`config.mk`:
```
export PLATFORM = sky130hd
export DESIGN_NAME = debug_port_tx
export DESIGN_NICKNAME = d
export VERILOG_FILES = /design/src/rtl/debug_port_tx.sv
export SDC_FILE = /design/constraint.sdc
export NUM_CORES = 1
export LEC_CHECK = 0
export ABC_AREA = 1
export ABC_CLOCK_PERIOD_IN_PS = 4600
export BUFFER_PORTS_ARGS = -buffer_cell sky130_fd_sc_hd__buf_4
export CAP_MARGIN = 20
export CORE_ASPECT_RATIO = 1.75
export CORE_MARGIN = 2
export CORE_UTILIZATION = 46
export CTS_CLUSTER_SIZE = 24
export DETAILED_ROUTE_END_ITERATION = 12
export PLACE_DENSITY = 0.68
export SYNTH_ARGS = -nofsm -noshare
export SYNTH_HDL_FRONTEND = slang
export SYNTH_SLANG_ARGS = --single-unit
export TNS_END_PERCENT = 1
```
`constraint.sdc`:
```
create_clock -name clk -period 4.6 [get_ports clk]
set_clock_uncertainty 0.1 [all_clocks]
set_input_delay 0.92 -clock clk [delete_from_list [all_inputs] [get_ports clk]]
set_output_delay 0.92 -clock clk [all_outputs]
set_load 0.02 [all_outputs]
```
`src/rtl/debug_port_tx.sv`:
```
// Debug-port UART transmitter: snapshots the CPU debug vector on a trigger and
// sends it as one 8N1 burst, prefixed by a sync byte.
module debug_port_tx #(
  parameter int unsigned DEBUG_BYTES  = 32,
  parameter int unsigned CLKS_PER_BIT = 104,
  parameter logic [7:0]  SYNC_BYTE    = 8'hA5
) (
  input  logic                         clk,
  input  logic                         nreset,
  input  logic                         trigger,
  input  logic [8:DEBUG_BYTES*8-1]     debug_port_vector,
  output logic                         uart_tx,
  output logic                         busy,
  output logic                         frame_done,
  output logic                         overrun
);

  localparam int unsigned CNT_W  = (CLKS_PER_BIT > 1) ? $clog2(CLKS_PER_BIT) : 1;
  localparam int unsigned BYTE_W = $clog2(DEBUG_BYTES);
  localparam int unsigned SNAP_W = (DEBUG_BYTES - 1) * 8;

  localparam logic [CNT_W-1:0]  BAUD_LAST = CNT_W'(CLKS_PER_BIT - 1);
  localparam logic [BYTE_W-1:0] BYTE_LAST = BYTE_W'(DEBUG_BYTES - 1);

  typedef enum logic [1:0] {IDLE, START, DATA, STOP} state_t;

  state_t              state;
  logic [CNT_W-1:0]    baud_cnt;
  logic [2:0]          bit_idx;
  logic [BYTE_W-1:0]   byte_idx;
  logic [7:0]          shift;
  logic [SNAP_W-1:0]   snap;
  logic [SNAP_W-1:0]   snap_in;
  logic                baud_wrap;

  // Vector bytes are MSB-at-lowest-index; repack bytes 1..N-1 LSB-first so
  // byte 1 sits in snap_in[7:0] and later bytes shift down into place.
  for (genvar k = 1; k < DEBUG_BYTES; k++) begin : g_byte
    for (genvar j = 0; j < 8; j++) begin : g_bit
      assign snap_in[(k-1)*8 + j] = debug_port_vector[k*8 + 7 - j];
    end
  end

  assign baud_wrap = (baud_cnt == BAUD_LAST);

  always_ff @(posedge clk) begin
    if (nreset) begin
      state      <= IDLE;
      baud_cnt   <= '0;
      bit_idx    <= '0;
      byte_idx   <= '0;
      shift      <= '0;
      snap       <= '0;
      uart_tx    <= 1'b1;
      busy       <= 1'b0;
      frame_done <= 1'b0;
      overrun    <= 1'b0;
    end else begin
      frame_done <= 1'b0;
      if (trigger && state != IDLE) overrun <= 1'b1;
      if (state != IDLE) baud_cnt <= baud_wrap ? '0 : baud_cnt + 1'b1;

      case (state)
        IDLE: begin
          if (trigger) begin
            state    <= START;
            baud_cnt <= '0;
            byte_idx <= '0;
            shift    <= SYNC_BYTE;
            snap     <= snap_in;
            uart_tx  <= 1'b0;
            busy     <= 1'b1;
          end
        end
        START: begin
          if (baud_wrap) begin
            state   <= DATA;
            bit_idx <= '0;
            uart_tx <= shift[0];
          end
        end
        DATA: begin
          if (baud_wrap) begin
            if (bit_idx == 3'd7) begin
              state   <= STOP;
              uart_tx <= 1'b1;
            end else begin
              // shift[1] is the next bit because shift[0] is already on the line
              bit_idx <= bit_idx + 1'b1;
              uart_tx <= shift[1];
              shift   <= shift >> 1;
            end
          end
        end
        STOP: begin
          if (baud_wrap) begin
            if (byte_idx != BYTE_LAST) begin
              byte_idx <= byte_idx + 1'b1;
              shift    <= snap[7:0];
              snap     <= snap >> 8;
              state    <= START;
              uart_tx  <= 1'b0;
            end else begin
              state      <= IDLE;
              busy       <= 1'b0;
              frame_done <= 1'b1;
            end
          end
        end
        default: state <= IDLE;
      endcase
    end
  end

endmodule

```
==> flow_metrics.py <==
metrics = {
    "clocking": {
        "cts_tree": "yes",
        "clkTransAtPathRegs_ns": 0.06,
        "clock_path_buffers": 3,
        "htree_levels": 1,
        "clk_latency_ns": 0.54,
        "cts_resized": 0,
        "cts_setup_buffers": 0,
        "cts_hold_buffers": 0,
        "cts_inserted_buffers": 27,
        "cts.sinks": 277,
        "root_buffer": "clkbuf_16",
    },
    "setup_path": {
        "cpMaxStageDelayCell": "ha_1",
        "worst-path-buf-inv": 2,
        "r2r-start": "state[0]",
        "cp_cell_sequence": "ha_1 -> inv_8 -> o21ai_1 -> nand3_4 -> buf_12 -> o21ai_1 -> a21oi_1",
        "critPathMaxStageDelay_ns": 0.73,
        "cpMostUsedCell": "o21ai_1",
        "crit_path_max_fanout": 165,
        "startpoint_type": "flip-flop",
        "reg2reg_to": "snap[72]",
        "reg2regPathDepth": 7,
        "critPathCaptureType": "flip-flop",
        "crit_required_ns": 4.90,
        "path_delay_family": "adder cells",
        "path_class": "reg2reg",
        "r2r_slack_ns": 1.22,
        "cp.arrival_ns": 3.67,
    },
    "global_route": {
        "grt_pass1_vias": 10500,
        "grt_max_degree": 249,
        "grt-ovfl-total": 0,
        "grt_pass1_wl_microns": 49500,
        "track_usage_pct": 20.6,
        "antenna_found_initial": 1,
    },
    "floorplan": {
        "initial_core_util_pct": 46.5,
        "core_area_sq_um": 27900,
        "die_area_sq_um": 29600,
        "die_w_microns": 131,
        "die_h_microns": 226,
        "num_io_pins": 255,
        "rows": 81,
    },
    "sta": {
        "tightest_slew_ns": 0.948,
        "fmax_mhz": 296,
        "hold_viol_final": 0,
        "timing.setup.tns_ns": 0,
        "maxSlewViolCount": 0,
        "setup_viol_count_final": 0,
        "fin_crit_ns": 3.38,
        "final.period_utilization_pct": 73.5,
        "slew_headroom_pct": 36.8,
        "grt_setup_unrepaired": "no",
        "setup_slack_ns": 1.22,
        "fin_hold_ws_ns": 0.345,
    },
    "finish": {
        "post-route-cell-area_sq_um": 15500,
        "seqCellArea_sq_um": 5550,
        "fill_cells": 2776,
        "final_util_pct": 55.6,
        "final_cells": 2392,
        "multi_input_area_sq_um": 5510,
        "nNetsFinal": 2264,
        "drive_gt1_share_pct": 15.6,
        "area_growth_pct": 19.4,
    },
    "pwr": {
        "ir_drop_v": 0.000461,
        "p_leak_nw": 7.02,
        "p_per_area_nw_per_um2": 598,
        "finalPower_mw": 9.26,
    },
    "placed_design": {
        "dpl-instance-area_sq_um": 14600,
        "dp.cells": 2347,
        "port_buffers": 254,
        "place_congestion": 0.824,
        "place_hpwl_microns": 21300,
        "dp_slack_ns": 1.25,
    },
    "synth": {
        "yosys_warnings": 0,
        "synth_area_per_cell_sq_um": 7.00,
        "ys_types": 28,
        "syn_nets": 2113,
        "ys_seq_elements": 277,
        "synthCells": 1852,
        "yosysSeqAreaShare_pct": 42.8,
        "syn_area_sq_um": 13000,
    },
    "worst_hold_path": {
        "hold_depth": 2,
        "hold_end": "snap[124]",
        "min_from": "snap[124]",
        "hold_class": "reg2reg",
    },
    "drt": {
        "antenna_left": 0,
        "drt_pre_antenna_iters": 5,
        "vias": 11800,
        "avgRoutedWirePerCell_microns": 13.3,
        "routed_wl_microns": 31800,
        "drt_iter0_drc": 736,
        "vias_per_cell": 4.95,
        "drc_errors": 0,
    },
    "run": {
        "maxCapViolations": 0,
    },
    "run_status": {
        "status": "completed",
    },
}
==> routing by layer <==
layer  GRT usage (%)  share of wire (%)  vias up
li1                -                  -     6302
met1            24.1                 41     5226
met2            38.4                 52      264
met3            2.39                4.5       43
met4            6.69                2.5        0
met5               0                  0        -
==> kinds of logic (layout without fill, tap and decap cells) <==
kind of cell	Yosys count	count (layout)	synth area share, %
AOI/OAI and AO/OA	753	753	29.2
and+or+nand+nor	408	408	12.3
buffers and inverters	403	569	14.8
DFF	277	277	42.8
adders and majority gates	10	10	0.965
xor gates and xnor gates	1	1	0.0676
other	0	1	0
==> cells in the final DEF (no fill, tap or decap), types with 6 or more instances in the layout <==
| master | Yosys | final |
|---|---|---|
| a21oi_1 | 263 | 263 |
| buf_12 | 0 | 6 |
| buf_4 | 2 | 258 |
| clkbuf_16 | 0 | 27 |
| dfxtp_1 | 277 | 277 |
| ha_1 | 10 | 10 |
| inv_1 | 259 | 258 |
| nand2_1 | 346 | 346 |
| nand3_1 | 12 | 12 |
| nor2_1 | 39 | 39 |
| o21ai_0 | 303 | 303 |
| o21ai_1 | 182 | 182 |
==> worst max path at each step <==
stage	start	to	slack, ns	depth (start not counted)
4_1_cts	state[0]	byte_idx[4]	1.23	9
2_1_floorplan	trigger	snap[175]	2.66	8
6_report	state[0]	snap[72]	1.22	7
3_3_place_gp	state[0]	byte_idx[4]	1.30	9
5_1_grt	state[0]	snap[12]	0.92	8
3_5_place_dp	state[0]	byte_idx[4]	1.25	9
==> cell usage after synthesis <==
master	instances	area (sq um)
nand3_1	12	60.1
nor2_2	2	12.5
nand4_1	2	12.5
nor3b_1	1	7.51
clkbuf_1	60	225
nand2_2	2	12.5
nor2_1	39	146
a21boi_0	2	15.0
o21ai_0	303	1520
a211oi_1	1	7.51
nand3_4	1	17.5
inv_2	1	3.75
nand2_1	346	1300
dfxtp_1	277	5550
clkinv_2	1	5.00
ha_1	10	125
buf_1	1	3.75
nand3_2	1	10.0
buf_2	32	160
a21oi_1	263	1320
buf_6	47	529
nand3b_1	1	7.51
o21ai_1	182	911
buf_4	2	15.0
xor2_1	1	8.76
o21bai_1	2	15.0
inv_1	259	972
nor3_1	1	5.00
==> worst reg2reg max path, delay by kind of cell (launching register included) <==
family                     cells  cell delay [ns]
AOI/OAI and AO/OA              3             0.83
adders and majority gates      1             0.73
buffers and inverters          2             0.73
DFF                            1             0.43
and+or+nand+nor                1             0.41
==> where the power goes <==
part,internal [mW],total [mW],switching (mW)
combinational,1.01,3.07,2.06
clock,1.37,2.29,0.917
sequential,3.57,3.90,0.328
==> sequential cells by signal, indices dropped and copies added, names as in the netlist <==
name,flops
bit_idx,3
uart_tx,1
byte_idx,5
state,2
snap,248
busy,1
shift,8
baud_cnt,7
overrun,1
frame_done,1
==> final cells by class <==
type	count	share of cell area [%]
Sequential cell	277	35.8
Multi-Input combinational cell	1172	35.6
Timing Repair Buffer	264	13.3
Inverter	261	6.42
Clock buffer	35	4.88
Tap cell	373	3.01
Clock inverter	9	0.962
Antenna cell	1	0.0162
No activity file was read; power rests on OpenSTA's default activity.
